File: src/rtl/seg_pkg.sv
// Shared types and constants for the 7-segment scan arbiter.
// Segment vectors are active-low, ordered {a,b,c,d,e,f,g} with g in bit 0.
package seg_pkg;

  typedef enum logic [1:0] {
    ST_IDLE = 2'd0,
    ST_OWN0 = 2'd1,
    ST_OWN1 = 2'd2
  } state_t;

  localparam logic [3:0] CODE_DASH  = 4'hA;
  localparam logic [3:0] CODE_BLANK = 4'hF;

  localparam logic [6:0] SEG_BLANK = 7'h7F;
  // Only segment g lit.
  localparam logic [6:0] SEG_DASH  = 7'h7E;

endpackage

File: src/rtl/seg7_decode.sv
// Combinational digit-code to active-low segment decoder.
// 0-9 are glyphs, A-E render as a dash, F is blank.
module seg7_decode
  import seg_pkg::*;
(
  input  logic [3:0] code,
  output logic [6:0] seg_n
);

  always_comb begin
    seg_n = SEG_BLANK;
    case (code)
      4'h0: seg_n = 7'b0000001;
      4'h1: seg_n = 7'b1001111;
      4'h2: seg_n = 7'b0010010;
      4'h3: seg_n = 7'b0000110;
      4'h4: seg_n = 7'b1001100;
      4'h5: seg_n = 7'b0100100;
      4'h6: seg_n = 7'b0100000;
      4'h7: seg_n = 7'b0001111;
      4'h8: seg_n = 7'b0000000;
      4'h9: seg_n = 7'b0000100;
      default: begin
        if (code >= CODE_DASH && code < CODE_BLANK) seg_n = SEG_DASH;
        else seg_n = SEG_BLANK;
      end
    endcase
  end

endmodule

File: src/rtl/seg_scan_arbiter.sv
// Two-requester arbiter for an 8-digit common-anode display: owns the scan
// timing, grants one requester, and snapshots its digit word once per frame.
module seg_scan_arbiter
  import seg_pkg::*;
#(
  parameter int SCAN_TICKS  = 200_000,
  parameter int HOLD_FRAMES = 63
) (
  input  logic        clk,
  input  logic        rst,
  input  logic [1:0]  req,
  input  logic [31:0] dig0,
  input  logic [31:0] dig1,
  output logic [1:0]  gnt,
  output logic [7:0]  led_en,
  output logic        led_ca,
  output logic        led_cb,
  output logic        led_cc,
  output logic        led_cd,
  output logic        led_ce,
  output logic        led_cf,
  output logic        led_cg,
  output logic        led_dp
);

  localparam int CNT_W = (SCAN_TICKS > 2) ? $clog2(SCAN_TICKS) : 1;
  localparam logic [CNT_W-1:0] CNT_LAST = CNT_W'(SCAN_TICKS - 1);
  localparam logic [8:0] HOLD_MIN = 9'(HOLD_FRAMES);

  state_t            state_q, state_d;
  logic              rr_q, rr_d;
  logic [CNT_W-1:0]  cnt_q, cnt_d;
  logic [2:0]        pos_q, pos_d;
  logic [7:0]        hold_q, hold_d;
  logic [31:0]       snap_q, snap_d;
  logic [1:0]        gnt_q, gnt_d;
  logic [7:0]        led_en_q, led_en_d;
  logic [6:0]        seg_q, seg_d;

  logic              owner, other, win, hand, go_idle;
  logic              tick_end, frame_end;
  logic [8:0]        hold_inc;
  logic [3:0]        digits [8];
  logic [6:0]        dec_seg;

  genvar gi;
  generate
    for (gi = 0; gi < 8; gi++) begin : g_digit
      assign digits[gi] = snap_q[4*gi +: 4];
    end
  endgenerate

  seg7_decode u_dec (
    .code  (digits[pos_q]),
    .seg_n (dec_seg)
  );

  always_comb begin
    state_d  = state_q;
    rr_d     = rr_q;
    cnt_d    = cnt_q;
    pos_d    = pos_q;
    hold_d   = hold_q;
    snap_d   = snap_q;
    win      = 1'b0;
    hand     = 1'b0;
    go_idle  = 1'b0;
    owner    = (state_q == ST_OWN1);
    other    = ~owner;
    tick_end = (state_q != ST_IDLE) && (cnt_q == CNT_LAST);
    frame_end = tick_end && (pos_q == 3'd7);
    hold_inc = {1'b0, hold_q} + 9'd1;

    case (state_q)
      ST_IDLE: begin
        cnt_d  = '0;
        pos_d  = '0;
        hold_d = '0;
        if (req != 2'b00) begin
          win     = req[rr_q] ? rr_q : ~req[0];
          state_d = win ? ST_OWN1 : ST_OWN0;
          rr_d    = ~win;
          snap_d  = win ? dig1 : dig0;
        end
      end
      default: begin
        cnt_d = tick_end ? '0 : cnt_q + CNT_W'(1);
        if (tick_end) pos_d = pos_q + 3'd1;
        if (frame_end) begin
          snap_d = owner ? dig1 : dig0;
          hold_d = hold_inc[8] ? 8'hFF : hold_inc[7:0];
        end
        // Release beats preemption; the first branch failing implies req[owner].
        if (tick_end && !req[owner]) begin
          if (req[other]) hand = 1'b1;
          else            go_idle = 1'b1;
        end else if (frame_end && req[other] && hold_inc >= HOLD_MIN) begin
          hand = 1'b1;
        end
        if (hand || go_idle) begin
          cnt_d   = '0;
          pos_d   = '0;
          hold_d  = '0;
          state_d = go_idle ? ST_IDLE : (other ? ST_OWN1 : ST_OWN0);
        end
        if (hand) snap_d = other ? dig1 : dig0;
      end
    endcase

    gnt_d    = {state_d == ST_OWN1, state_d == ST_OWN0};
    led_en_d = (state_q == ST_IDLE) ? 8'hFF : ~(8'b1 << pos_q);
    seg_d    = (state_q == ST_IDLE) ? SEG_BLANK : dec_seg;
  end

  always_ff @(posedge clk) begin
    if (rst) begin
      state_q  <= ST_IDLE;
      rr_q     <= 1'b0;
      cnt_q    <= '0;
      pos_q    <= '0;
      hold_q   <= '0;
      snap_q   <= 32'hFFFF_FFFF;
      gnt_q    <= 2'b00;
      led_en_q <= 8'hFF;
      seg_q    <= SEG_BLANK;
    end else begin
      state_q  <= state_d;
      rr_q     <= rr_d;
      cnt_q    <= cnt_d;
      pos_q    <= pos_d;
      hold_q   <= hold_d;
      snap_q   <= snap_d;
      gnt_q    <= gnt_d;
      led_en_q <= led_en_d;
      seg_q    <= seg_d;
    end
  end

  assign gnt    = gnt_q;
  assign led_en = led_en_q;
  assign {led_ca, led_cb, led_cc, led_cd, led_ce, led_cf, led_cg} = seg_q;
  assign led_dp = 1'b1;

endmodule

File: config.mk
export PLATFORM = sky130hd
export DESIGN_NAME = seg_scan_arbiter
export DESIGN_NICKNAME = d
export VERILOG_FILES = /design/src/rtl/seg_pkg.sv /design/src/rtl/seg7_decode.sv /design/src/rtl/seg_scan_arbiter.sv
export SDC_FILE = /design/constraint.sdc
export NUM_CORES = 1
export LEC_CHECK = 0
export CAP_MARGIN = 20
export CORE_MARGIN = 2
export CORE_UTILIZATION = 54
export DETAILED_ROUTE_END_ITERATION = 8
export PLACE_DENSITY = 0.9
export SYNTH_ARGS = -nofsm -noshare
export SYNTH_HDL_FRONTEND = slang
export SYNTH_SLANG_ARGS = --single-unit
File: constraint.sdc
create_clock -name clk -period 3 [get_ports clk]
set_input_delay 0.6 -clock clk [delete_from_list [all_inputs] [get_ports clk]]
set_output_delay 0.6 -clock clk [all_outputs]
set_load 0.1 [all_outputs]
Word-level counts from Yosys, hierarchy flattened

Index checks and enable logic that the tools add are counted.

Add/sub/neg operators: 3
Reduce and logical (&&, ||, !) cells: 18
Equal/unequal tests: 15
Muxes and demuxes: 33
Order comparisons: 7
Shifts and indexed selects: 1
Bitwise gates (word level): 5

Operator list:

| kind                                                | number |
|---|---|
| two-way mux 32 bit                                  | 7 |
| one-hot mux 7 bit (10 select lines)                 | 1 |
| adder 18 x 1 -> 18 bit, second input constant       | 1 |
| equality test 18 bit, second input constant         | 1 |
| equality test 4 x 3 -> 1 bit, second input constant | 4 |
| two-way mux 1 bit                                   | 15 |
| binary-select mux 4 bit (select 3 bit)              | 1 |
| two-way mux 2 bit                                   | 6 |
| adder 8 x 1 -> 9 bit, second input constant         | 1 |
| >= comparator 9 x 6 -> 1 bit, second input constant | 1 |
| equality test 4 x 2 -> 1 bit, second input constant | 2 |
| equality test 4 bit, second input constant          | 2 |
| >= comparator 4 bit, second input constant          | 2 |
| two-way mux 4 bit                                   | 2 |
| two-way mux 8 bit                                   | 1 |
| inverter 8 bit                                      | 1 |
| left shift 1 x 3 -> 8 bit, first input constant     | 1 |
| logical AND 1 bit                                   | 6 |
| < comparator 1 x 2 -> 1 bit, second input constant  | 3 |
| equality test 2 bit, second input constant          | 2 |
| equality test 4 x 1 -> 1 bit, second input constant | 1 |
| logical NOT 4 bit                                   | 1 |
| < comparator 4 bit, second input constant           | 1 |
| inverter 3 -> 4 bit                                 | 1 |
| 14 further kinds                                    | 18 |

Logic and storage cells: 91
Register bits: 81
Output and inout port bits: 18

Depth between registers and ports, before layout

Word-level depth: 13
Mapped depth: 11
Gate-level depth less buffers: 8

Cells and area by module

From an unflattened synthesis, not the netlist that was laid out.

Cells, all modules: 617
Area, all modules: 5181.2 µm²

Modules (own cells, without submodules):

| module           | instances | area each (µm²) | sequential area each (µm²) | cells an instance |
|---|---|---|---|---|
| seg_scan_arbiter | 1         | 5032.3          | 1621.6                     | 596 |
| seg7_decode      | 1         | 148.9           | 0.0                        | 21 |

Least setup slack after synthesis

No wires, ideal clock.

Path kind: register to register
From: register cnt_q[0]
To: register snap_q[10]
Clock period less this slack: 2.178 ns
Path slack: 0.822 ns
Library setup time: 0.122 ns
Cell stages (with the launch flop): 9
Arrival time: 2.056 ns
Cells stage by stage: dfxtp_1 > ha_1 > and4_1 > and4b_1 > and3_1 > or3_1 > buf_2 > clkbuf_1 > o311a_1

Word-level cells in the longest chain between the ends: 10
Elaborated cells on any way between the ends: 13

RTL lines:

| element                                                             | line                    | source |
|---|---|---|
| from (decl)                                                         | seg_scan_arbiter.sv:32  | `logic [CNT_W-1:0] cnt_q, cnt_d;` |
| from (signal assigned)                                              | seg_scan_arbiter.sv:129 | `cnt_q <= cnt_d;` |
| equality test 18 bit (*)                                            | seg_scan_arbiter.sv:70  | `tick_end = (state_q != ST_IDLE) && (cnt_q == CNT_LAST);` |
| logical AND 1 bit (*)                                               | seg_scan_arbiter.sv:70  |  |
| logical AND 1 bit                                                   | seg_scan_arbiter.sv:71  | `frame_end = tick_end && (pos_q == 3'd7);` |
| logical AND 1 bit (2 in a row)                                      | seg_scan_arbiter.sv:97  | `end else if (frame_end && req[other] && hold_inc >= HOLD_MIN) begin` |
| two-way mux 1 bit                                                   | seg_scan_arbiter.sv:97  |  |
| two-way mux 1 bit                                                   | seg_scan_arbiter.sv:94  | `if (tick_end && !req[owner]) begin` |
| two-way mux 1 bit                                                   | seg_scan_arbiter.sv:74  | `case (state_q)` |
| nonzero test 3 bit (no line) or two-way mux 32 bit (tied branches)  | -                       |  |
| AND reduction 2 bit (no line) or two-way mux 32 bit (tied branches) | -                       |  |
| to (signal assigned)                                                | seg_scan_arbiter.sv:132 | `snap_q <= snap_d;` |
| to (decl)                                                           | seg_scan_arbiter.sv:35  | `logic [31:0] snap_q, snap_d;` |

Mark *: on every way between the ends. The rest lies on a longest branch, timed or not. The select of a mux whose other input is x is not followed.
A chain may end at the register's enable or synchronous reset.

Worst setup path after layout

From: register cnt_q[0]
To: register snap_q[17]

The elaborated chain is that of the path after synthesis.

==> flow_metrics.tcl <==
set metrics [dict create \
    grt-ovfl-total 0 \
    cts_sinks 81 \
    final.min_clock_period_ps 2640 \
    place_area_um2 6080 \
    gp_congestion 0.843 \
    max_freq_ghz 0.379 \
    fin_nets 714 \
    hold_depth 1 \
    hold-path-endpoint "cnt_q[0]" \
    hold_path_class "flop to flop" \
    reg2reg_to "snap_q[17]" \
    fin_total_pwr_mw 2.97 \
    first_pass_iters 5 \
    synth_top_area_cell "dfxtp_1" \
    syn_inst 586 \
    worst_pin_slew_ps 754 \
    synthFlopType "dfxtp_1" \
    cts_tree "built" \
    rows 35 \
    synthToLayoutAreaGrowth_pct 20.9 \
    drc 0 \
    critPathSlowestCell "nor4_2" \
    cts_max_path_buffers 2 \
    syn_nets 663 \
    utilization 0.681 \
    crit_type "flop to flop" \
    ys_async_sr_fraction 0 \
    tns_ps 0 \
    synth.top_cells.by_count "81 x dfxtp_1, 66 x nand4_1, 64 x a221oi_1" \
    grt_pass1_vias 4670 \
    ys_seq_elements 81 \
    slowest_delay_ps 450 \
    dp_hpwl_um 9140 \
    clk_latency_ps 350 \
    drtIter0Drc 553 \
    wirelength_um 13900 \
    synthTopCellsByArea "dfxtp_1 31%, a221oi_1 11%, nand4_1 7.9%" \
    critPathCaptureType "flop" \
    htree_levels 3 \
    core_area_um2 9330 \
    grt_start_max_net_pins 97 \
    ff_latch_area_um2 1620 \
    min_from "cnt_q[0]" \
    portBuffers 84 \
    synth-edff-count 0 \
    regToRegStartpoint "cnt_q[0]" \
    reg2regPathDepth 8 \
    status "finished clean" \
    multiInputGateArea_um2 3320 \
    drv_cap 0 \
    die_h_um 103 \
    layout-drive-gt1-share 0.171 \
    antenna_found_initial 1 \
    startpoint_type "flop" \
    worstPathArrival_ps 2880 \
    synth_area_per_cell_um2 8.97 \
    netlist_area_um2 5250 \
    cp_max_fo 96 \
    die_w_um 103 \
    ir_drop_mv 0.251 \
    cts_setup_buffers 0 \
    start_util 0.563 \
    via_per_inst 6.84 \
    critPathRequiredTime_ps 3240 \
    power_density_nw_per_um2 468 \
    die_area_um2 10500 \
    setup_viol_count_final 0 \
    ant_nets 0 \
    yosysSeqAreaShare 0.309 \
    r2r_setup_slack_ps 360 \
    wire_per_inst_um 18.0 \
    timing_hold_violations_final 0 \
    post_cts_resize_count 0 \
    relSlewSlack 0.498 \
    crit_chain "ha_1 > and3_1 > nand4_4 > nor4_2 > or3_2 > buf_12 > nand4_1 > o311a_1" \
    timing.final.crit_share 0.881 \
    grt_pass1_wl_um 22400 \
    final_area_um2 6350 \
    pin_count 86 \
    p_leak_nw 2.19 \
    rsz0062_at_grt "false" \
    slew_violations 0 \
    vias 5277 \
    hold_buffers 0 \
    skew_ps 7.17 \
    fill_cells 712 \
    yosysMostFrequentCell "dfxtp_1" \
    yosysWarnings 0 \
    synth_cell_types 59 \
    grtUsageTotal 0.264 \
    numCtsBuffers 9 \
    synth_top_area_frac 0.309 \
    clock-root-buffer "clkbuf_8" \
    clk_pin_slew_ps 80 \
]
==> worst max-delay path by stage <==
stage / start / end / slack, ps / cells after the start
floorplan: cnt_q[0] / snap_q[10] / 820 / 8
global placement: req[1] / snap_q[28] / 310 / 6
detailed placement: req[1] / snap_q[6] / 190 / 7
CTS: cnt_q[0] / snap_q[17] / 390 / 8
global route: cnt_q[0] / snap_q[17] / 180 / 8
finish: cnt_q[0] / snap_q[17] / 360 / 8
==> cell families after synthesis <==
group | share of synthesized area
xor gates and xnor gates | 0.0333
other | 0.000714
buffers and inverters | 0.0629
and+or+nand+nor | 0.228
DFF | 0.309
adders and majority gates | 0.0214
AOI/OAI and AO/OA | 0.220
muxes | 0.125
==> power by group <==
part           total [mW]  leakage [nW]  internal, mW  switching, mW
Clock                1.06         0.131         0.644          0.416
Combinational       0.718          1.40         0.311          0.408
Sequential           1.20         0.663          1.15         0.0493
==> cell type report <==
class / instances / share of cell area
timing repair buffer: 99 / 0.149
clock inverter: 6 / 0.0217
inverter: 10 / 0.00591
multi-input combinational: 436 / 0.522
tap: 129 / 0.0254
sequential: 81 / 0.256
clock buffer: 10 / 0.0201
antenna: 1 / 0.000394
==> layer usage <==
metal,track usage,share of wire
met3,0.0353,0.073
met2,0.445,0.49
met4,0.0985,0.020
met1,0.345,0.41
met5,0,0
==> worst max-delay path, delay by kind of cell, from the launching register on <==
kind,cells,cell delay (ps)
adders and majority gates,1,210
AOI/OAI and AO/OA,1,180
DFF,1,380
and+or+nand+nor,5,1410
buffers and inverters,1,310
==> stage by stage <==
step | setup slack, ps | hold slack [ps] | std cells
2_1_floorplan | 822 | 426 | 586
3_3_place_gp | 312 | 436 | 754
3_5_place_dp | 186 | 449 | 755
4_1_cts | 388 | 475 | 771
5_1_grt | 182 | 496 | 772
6_report | 358 | 469 | 772
==> flip-flops by register name (all words and copies together), names as in the netlist <==
register and count:
snap_q 32, cnt_q 18, hold_q 8, led_en 8, seg_q 7, pos_q 3
gnt 2, state_q 2, rr_q 1
==> placed cells by master, fill, tap and decap left out, drive strengths merged, types with 2 or more instances in the layout <==
cell type,instances
a21oi,14
a221oi,64
a311oi,3
and2,3
and3,11
and4,3
and4bb,2
buf,33
bufinv,4
clkbuf,10
clkdlybuf4s50,66
clkinv,2
dfxtp,81
ha,9
inv,10
mux2,36
mux2i,6
mux4,8
nand2,55
nand3,15
nand3b,2
nand4,67
nor2,38
nor2b,2
nor3,6
nor4,3
o21ai,12
o22ai,4
o311a,32
or3,3
xnor2,6
xor2,14
Power figures use the tool's default switching activity.
